`src/rtl/jk_bank_sequencer_if.sv`:
```
// Command and observation bundle for jk_bank_sequencer.
// The master issues commands; the slave (sequencer) reports status and the JK bank drive/state.
interface jk_bank_sequencer_if #(
  parameter int unsigned Width = 4
) ();
  logic             cmd_valid;
  logic             cmd_ready;
  logic [2:0]       cmd_op;
  logic [Width-1:0] cmd_data;
  logic             busy;
  logic             done;
  logic [Width-1:0] j;
  logic [Width-1:0] k;
  logic [Width-1:0] q;

  modport master (
    output cmd_valid, cmd_op, cmd_data,
    input  cmd_ready, busy, done, j, k, q
  );

  modport slave (
    input  cmd_valid, cmd_op, cmd_data,
    output cmd_ready, busy, done, j, k, q
  );
endinterface

```
`src/rtl/jk_bank_sequencer.sv`:
```
// Command sequencer driving the J/K inputs of an internal WIDTH-bit JK flip-flop bank:
// clear/set/load/toggle in one cycle, or N-step up/down counting.
module jk_bank_sequencer #(
  parameter int unsigned Width = 4
) (
  input  logic                clk_i,
  input  logic                rst_ni,
  jk_bank_sequencer_if.slave  bus
);

  typedef enum logic [1:0] {StIdle, StApply, StCount, StDone} state_e;

  localparam logic [2:0] OpNop    = 3'b000;
  localparam logic [2:0] OpClear  = 3'b001;
  localparam logic [2:0] OpSet    = 3'b010;
  localparam logic [2:0] OpLoad   = 3'b011;
  localparam logic [2:0] OpToggle = 3'b100;
  localparam logic [2:0] OpCntUp  = 3'b101;
  localparam logic [2:0] OpCntDn  = 3'b110;

  state_e           state_q, state_d;
  logic [2:0]       op_q, op_d;
  logic [Width-1:0] data_q, data_d;
  logic [Width-1:0] cnt_q, cnt_d;
  logic [Width-1:0] q_q, q_d;
  logic [Width-1:0] j, k;
  logic [Width-1:0] up_mask, dn_mask;
  logic             accept;
  logic             is_count;

  always_ff @(posedge clk_i or negedge rst_ni) begin
    if (!rst_ni) begin
      state_q <= StIdle;
      op_q    <= OpNop;
      data_q  <= '0;
      cnt_q   <= '0;
      q_q     <= '0;
    end else begin
      state_q <= state_d;
      op_q    <= op_d;
      data_q  <= data_d;
      cnt_q   <= cnt_d;
      q_q     <= q_d;
    end
  end

  assign accept   = bus.cmd_valid && bus.cmd_ready;
  assign is_count = (bus.cmd_op == OpCntUp) || (bus.cmd_op == OpCntDn);

  always_comb begin
    state_d = state_q;
    op_d    = op_q;
    data_d  = data_q;
    cnt_d   = cnt_q;
    case (state_q)
      StIdle: begin
        if (accept) begin
          op_d   = bus.cmd_op;
          data_d = bus.cmd_data;
          // A zero-step count degenerates to a single idle-drive APPLY cycle.
          if (is_count && (bus.cmd_data != '0)) begin
            state_d = StCount;
            cnt_d   = bus.cmd_data;
          end else begin
            state_d = StApply;
          end
        end
      end
      StApply: state_d = StDone;
      StCount: begin
        cnt_d = cnt_q - Width'(1);
        if (cnt_q == Width'(1)) state_d = StDone;
      end
      StDone:  state_d = StIdle;
      default: state_d = StIdle;
    endcase
  end

  // Ripple-carry/borrow toggle masks: bit i flips when all lower bits are 1 (up) or 0 (down).
  always_comb begin
    up_mask    = '0;
    dn_mask    = '0;
    up_mask[0] = 1'b1;
    dn_mask[0] = 1'b1;
    for (int unsigned i = 1; i < Width; i++) begin
      up_mask[i] = up_mask[i-1] & q_q[i-1];
      dn_mask[i] = dn_mask[i-1] & ~q_q[i-1];
    end
  end

  always_comb begin
    j = '0;
    k = '0;
    if (state_q == StApply) begin
      case (op_q)
        OpClear:  k = '1;
        OpSet:    j = '1;
        OpLoad: begin
          j = data_q;
          k = ~data_q;
        end
        OpToggle: begin
          j = data_q;
          k = data_q;
        end
        default: begin
          j = '0;
          k = '0;
        end
      endcase
    end else if (state_q == StCount) begin
      j = (op_q == OpCntUp) ? up_mask : dn_mask;
      k = j;
    end
  end

  // Per-bit JK characteristic: Q+ = J&~Q | ~K&Q.
  assign q_d = (j & ~q_q) | (~k & q_q);

  assign bus.cmd_ready = (state_q == StIdle) && rst_ni;
  assign bus.busy      = (state_q != StIdle);
  assign bus.done      = (state_q == StDone);
  assign bus.j         = j;
  assign bus.k         = k;
  assign bus.q         = q_q;

endmodule

```
`src/flat_wrapper.sv`:
```
// flat-port wrapper written by rule: the top's interface ports become plain ports
module jk_bank_sequencer_flat 
#(
  parameter int unsigned Width = 4
)
  (clk_i, rst_ni, bus_cmd_valid, bus_cmd_op, bus_cmd_data, bus_cmd_ready, bus_busy, bus_done, bus_j, bus_k, bus_q);
  jk_bank_sequencer_if #(.Width(Width)) bus_i ();
  input  logic clk_i;
  input  logic rst_ni;
  input wire logic [$bits(bus_i.cmd_valid)-1:0] bus_cmd_valid;
  input wire logic [$bits(bus_i.cmd_op)-1:0] bus_cmd_op;
  input wire logic [$bits(bus_i.cmd_data)-1:0] bus_cmd_data;
  output wire logic [$bits(bus_i.cmd_ready)-1:0] bus_cmd_ready;
  output wire logic [$bits(bus_i.busy)-1:0] bus_busy;
  output wire logic [$bits(bus_i.done)-1:0] bus_done;
  output wire logic [$bits(bus_i.j)-1:0] bus_j;
  output wire logic [$bits(bus_i.k)-1:0] bus_k;
  output wire logic [$bits(bus_i.q)-1:0] bus_q;
  assign bus_i.cmd_valid = bus_cmd_valid;
  assign bus_i.cmd_op = bus_cmd_op;
  assign bus_i.cmd_data = bus_cmd_data;
  assign bus_cmd_ready = bus_i.cmd_ready;
  assign bus_busy = bus_i.busy;
  assign bus_done = bus_i.done;
  assign bus_j = bus_i.j;
  assign bus_k = bus_i.k;
  assign bus_q = bus_i.q;
  jk_bank_sequencer #(.Width(Width)) u_core (.clk_i(clk_i), .rst_ni(rst_ni), .bus(bus_i));
endmodule
```
`config.mk`:
```
export PLATFORM = sky130hd
export DESIGN_NAME = jk_bank_sequencer_flat
export DESIGN_NICKNAME = d
export VERILOG_FILES = /design/src/rtl/jk_bank_sequencer_if.sv /design/src/rtl/jk_bank_sequencer.sv /design/src/flat_wrapper.sv
export SDC_FILE = /design/constraint.sdc
export NUM_CORES = 1
export LEC_CHECK = 0
export BUFFER_PORTS_ARGS = -buffer_cell sky130_fd_sc_hd__buf_2
export CORE_MARGIN = 2
export CORE_UTILIZATION = 61
export CTS_BUF_LIST = sky130_fd_sc_hd__clkbuf_2
export CTS_CLUSTER_DIAMETER = 80
export CTS_CLUSTER_SIZE = 16
export DETAILED_ROUTE_END_ITERATION = 7
export PLACE_DENSITY_LB_ADDON = 0.08
export SLEW_MARGIN = 20
export SYNTH_ARGS = -nofsm -noshare
export SYNTH_HDL_FRONTEND = slang
export SYNTH_SLANG_ARGS = --single-unit
```
`constraint.sdc`:
```
create_clock -name clk_i -period 2.9 [get_ports clk_i]
set_input_delay 0.435 -clock clk_i [delete_from_list [all_inputs] [get_ports clk_i]]
set_output_delay 0.435 -clock clk_i [all_outputs]
set_load 0.02 [all_outputs]
```
==> results by group <==
Status
  – Outcome: complete, no violations

Floorplanning
  – Starting density of the core: 0.6392
  – Die height: 49.11 um
  – Rows: 16
  – Core box area: 1942 um2
  – Die ar.: 2412 um2
  – Io pins: 25
  – Die W: 49.11 um

Pwr
  – Reg power frac: 0.292
  – Clk pwr share: 0.066
  – Switching Share: 0.5110
  – Sw power: 0.0009110 W
  – Leakage power: 0.6936 nW
  – Combinational fraction of design power: 0.642
  – Max VDD drop: 739.3 uV
  – Tot Pwr: 0.001783 W
  – PD cells: 1269 nW/um2
  – Power Internal: 0.0008716 W

Clocking
  – Clock transition at path regs: 180 ps
  – Post-CTS resize count: 0
  – CTS Buf Count: 3
  – Htree depth: 1
  – Clk Latency, worst-skew pair: 310 ps
  – Post-CTS Setup Bufs: 0
  – CTS sink count: 17
  – CTS root buffer: clkbuf_2
  – Hold Buf Count CTS: 0
  – Max clock buf depth: 2
  – CTS tree: done

Cells and area
  – Layout area overhead: 13.21%
  – Ant diodes: 0
  – Layout cells sized above 1: 0.2202
  – Design area: 1405 um2
  – Nets@finish: 185

Global routing
  – GRT Util Overall: 0.2523
  – Largest net degree at the start of global routing: 20
  – Initial antenna violation count: 0
  – Grt total ovfl: 0
  – First-pass GRT wire length: 4761 um
  – Number of global-route vias before repair: 1097

Routing
  – DRT iter0 DRCs: 23
  – Detailed-route via count: 1164
  – Final ANT Viol Nets: 0
  – Drt pass-1 iters: 4
  – Total Wirelength: 2811 um
  – Vias per std cell: 5.969
  – DR WL/cell: 14.42 um
  – DRC Markers: 0

Timing
  – Max Freq: 382.5 MHz
  – Worst-Margin Slew: 697.7 ps
  – Fraction of the cycle the final worst path needs: 0.9016
  – Setup TNS: 0 ps
  – Hold Violations, Final: 0
  – Finish-stage setup viols: 0
  – Worst rel slew slack: 0.5298
  – RSZ-0062 raised after global routing: no
  – Fin crit period: 2615 ps
  – Max Slew Vio Count: 0
  – Clock skew: 14.71 ps

Synthesis
  – Synth cell types: 39
  – Post-synth top area cell: dfrtp_1
  – Post-synth EDFFs: 0
  – Post-synth top flop: dfrtp_1
  – Synthesized area per cell: 8.619 um2
  – Yosys reg bits: 17
  – Post-Syn Instances: 144
  – Synth Cell Area: 1241 um2
  – Most frequent cells after synthesis: nand2_1, dfrtp_1, inv_1, nor2_1, a21oi_1
  – Net Count, Synth: 160
  – Synthesis Warnings: 0
  – Largest cells by area after synthesis: dfrtp_1, nand2_1, ha_1
  – Most numerous cell in the Yosys netlist: nand2_1
  – Post-synth top area share: 0.3427
  – Ys async rst share: 1.000
  – Sequential element share of the synthesized area: 0.3427

Critical path
  – RR Endpoint: u_core.cnt_q[3]
  – CP startpoint: u_core.state_q[0]
  – CP Max Fanout: 13
  – Worst reg2reg setup slack: 450 ps
  – Worst path required time: 2470 ps
  – Worst Setup Start Kind: flop
  – Worst EP arrival: 2180 ps
  – R2r startpoint: u_core.state_q[0]
  – Critical Path End Type: output pin
  – Reg2Reg Depth: 6
  – CP Class: flop to output pin

Placed design
  – RePlAce Congestion: 0.7826
  – Area after DPL: 1383 um2
  – Post-DP HPWL: 2140 um
  – PortBufs: 24

Job
  – Max Cap Violations: 0

Hold path
  – Min-delay worst type: primary input to asynchronous set/reset pin
-- kinds of logic (layout without fill, tap and decap cells) --
| family | count (synthesis) | after routing | share of synthesized area |
|---|---|---|---|
| adder cells (fa/ha/maj) | 6 | 6 | 0.06048 |
| XOR/XNOR | 3 | 3 | 0.02117 |
| AND/OR/NAND/NOR | 55 | 55 | 0.2198 |
| AO/OA/AOI/OAI | 39 | 39 | 0.2339 |
| flip-flops | 17 | 17 | 0.3427 |
| multiplexers | 8 | 8 | 0.07258 |
| buffers and inverters | 16 | 40 | 0.04939 |
-- placed cells by master (no fill, tap or decap), drive strengths merged --
cell type	Yosys	final
inv	11	11
and3	2	2
a31oi	2	2
nor2b	2	2
o211ai	1	1
o41ai	1	1
nand2b	3	3
or4	1	1
or2	1	1
nor3	6	6
a22o	6	6
a21oi	8	8
a211oi	1	1
nand3	4	4
mux2	2	2
nand2	22	22
mux2i	6	6
a221oi	3	3
nor2	9	9
o22ai	1	1
a311o	1	1
o31ai	1	1
and2	1	1
ha	6	6
buf	1	25
nor3b	1	1
nor4	1	1
dfrtp	17	17
o21ai	5	5
o21a	4	4
a32o	4	4
xnor2	2	2
clkbuf	4	4
xor2	1	1
o22a	1	1
nand3b	1	1
or3	1	1
-- critical path, stage by stage, from the launching register on --
cell and delay (ps):
dfrtp_1 460, inv_1 120, ha_1 400, inv_1 170, nor2_2 350, a32o_1 220, buf_2 170
-- registers in the layout, indices dropped and copies added, names as in the netlist --
signal          flops
u_core.bus.q        4
u_core.cnt_q        4
u_core.op_q         3
u_core.state_q      2
u_core.data_q       4
-- area by class of cell --
cell class | instances | area (um2)
Tap cell | 27 | 33.78
Timing Repair Buffer | 25 | 127.6
Fill cell | 160 | 536.8
Clock buffer | 4 | 20.02
Sequential cell | 17 | 425.4
Multi-Input combinational cell | 111 | 757.0
Inverter | 11 | 41.29
-- worst max-delay path by stage --
stage | endpoint | cells past startpoint | slack, ps
2_1_floorplan | u_core.cnt_q[2] | 7 | 870
3_3_place_gp | u_core.cnt_q[2] | 6 | 530
3_5_place_dp | u_core.cnt_q[3] | 6 | 460
4_1_cts | bus_j[1] | 6 | 220
5_1_grt | bus_j[1] | 6 | 120
6_report | bus_k[1] | 6 | 290
-- layer usage --
metal | global-route usage | part of all wire
met1 | 0.3056 | 0.45
met2 | 0.4662 | 0.49
met3 | 0.03067 | 0.047
met4 | 0.06667 | 0.010
met5 | 0 | 0
-- per-stage QoR --
step	hold WS, ps	setup WS [ps]	utilization	instances
after CTS	91.58	215.4	0.7223	195
after global placement	428.8	533.1	0.7120	191
final	66.86	285.4	0.7236	195
after detailed placement	437.9	458.8	0.7120	191
after global routing	90.04	123.6	0.7236	195
after floorplan	139.4	874.9	-	144
-- power by group through the flow --
stage               Combinational, W  Clock, W  Sequential [W]
global route                 0.00126  0.000124        0.000545
detailed placement           0.00113         0        0.000524
finish                       0.00114  0.000117        0.000521
floorplan                   0.000841         0        0.000523
CTS                          0.00113  0.000115        0.000518
global placement             0.00109         0        0.000516
Power figures use the tool's default switching activity.
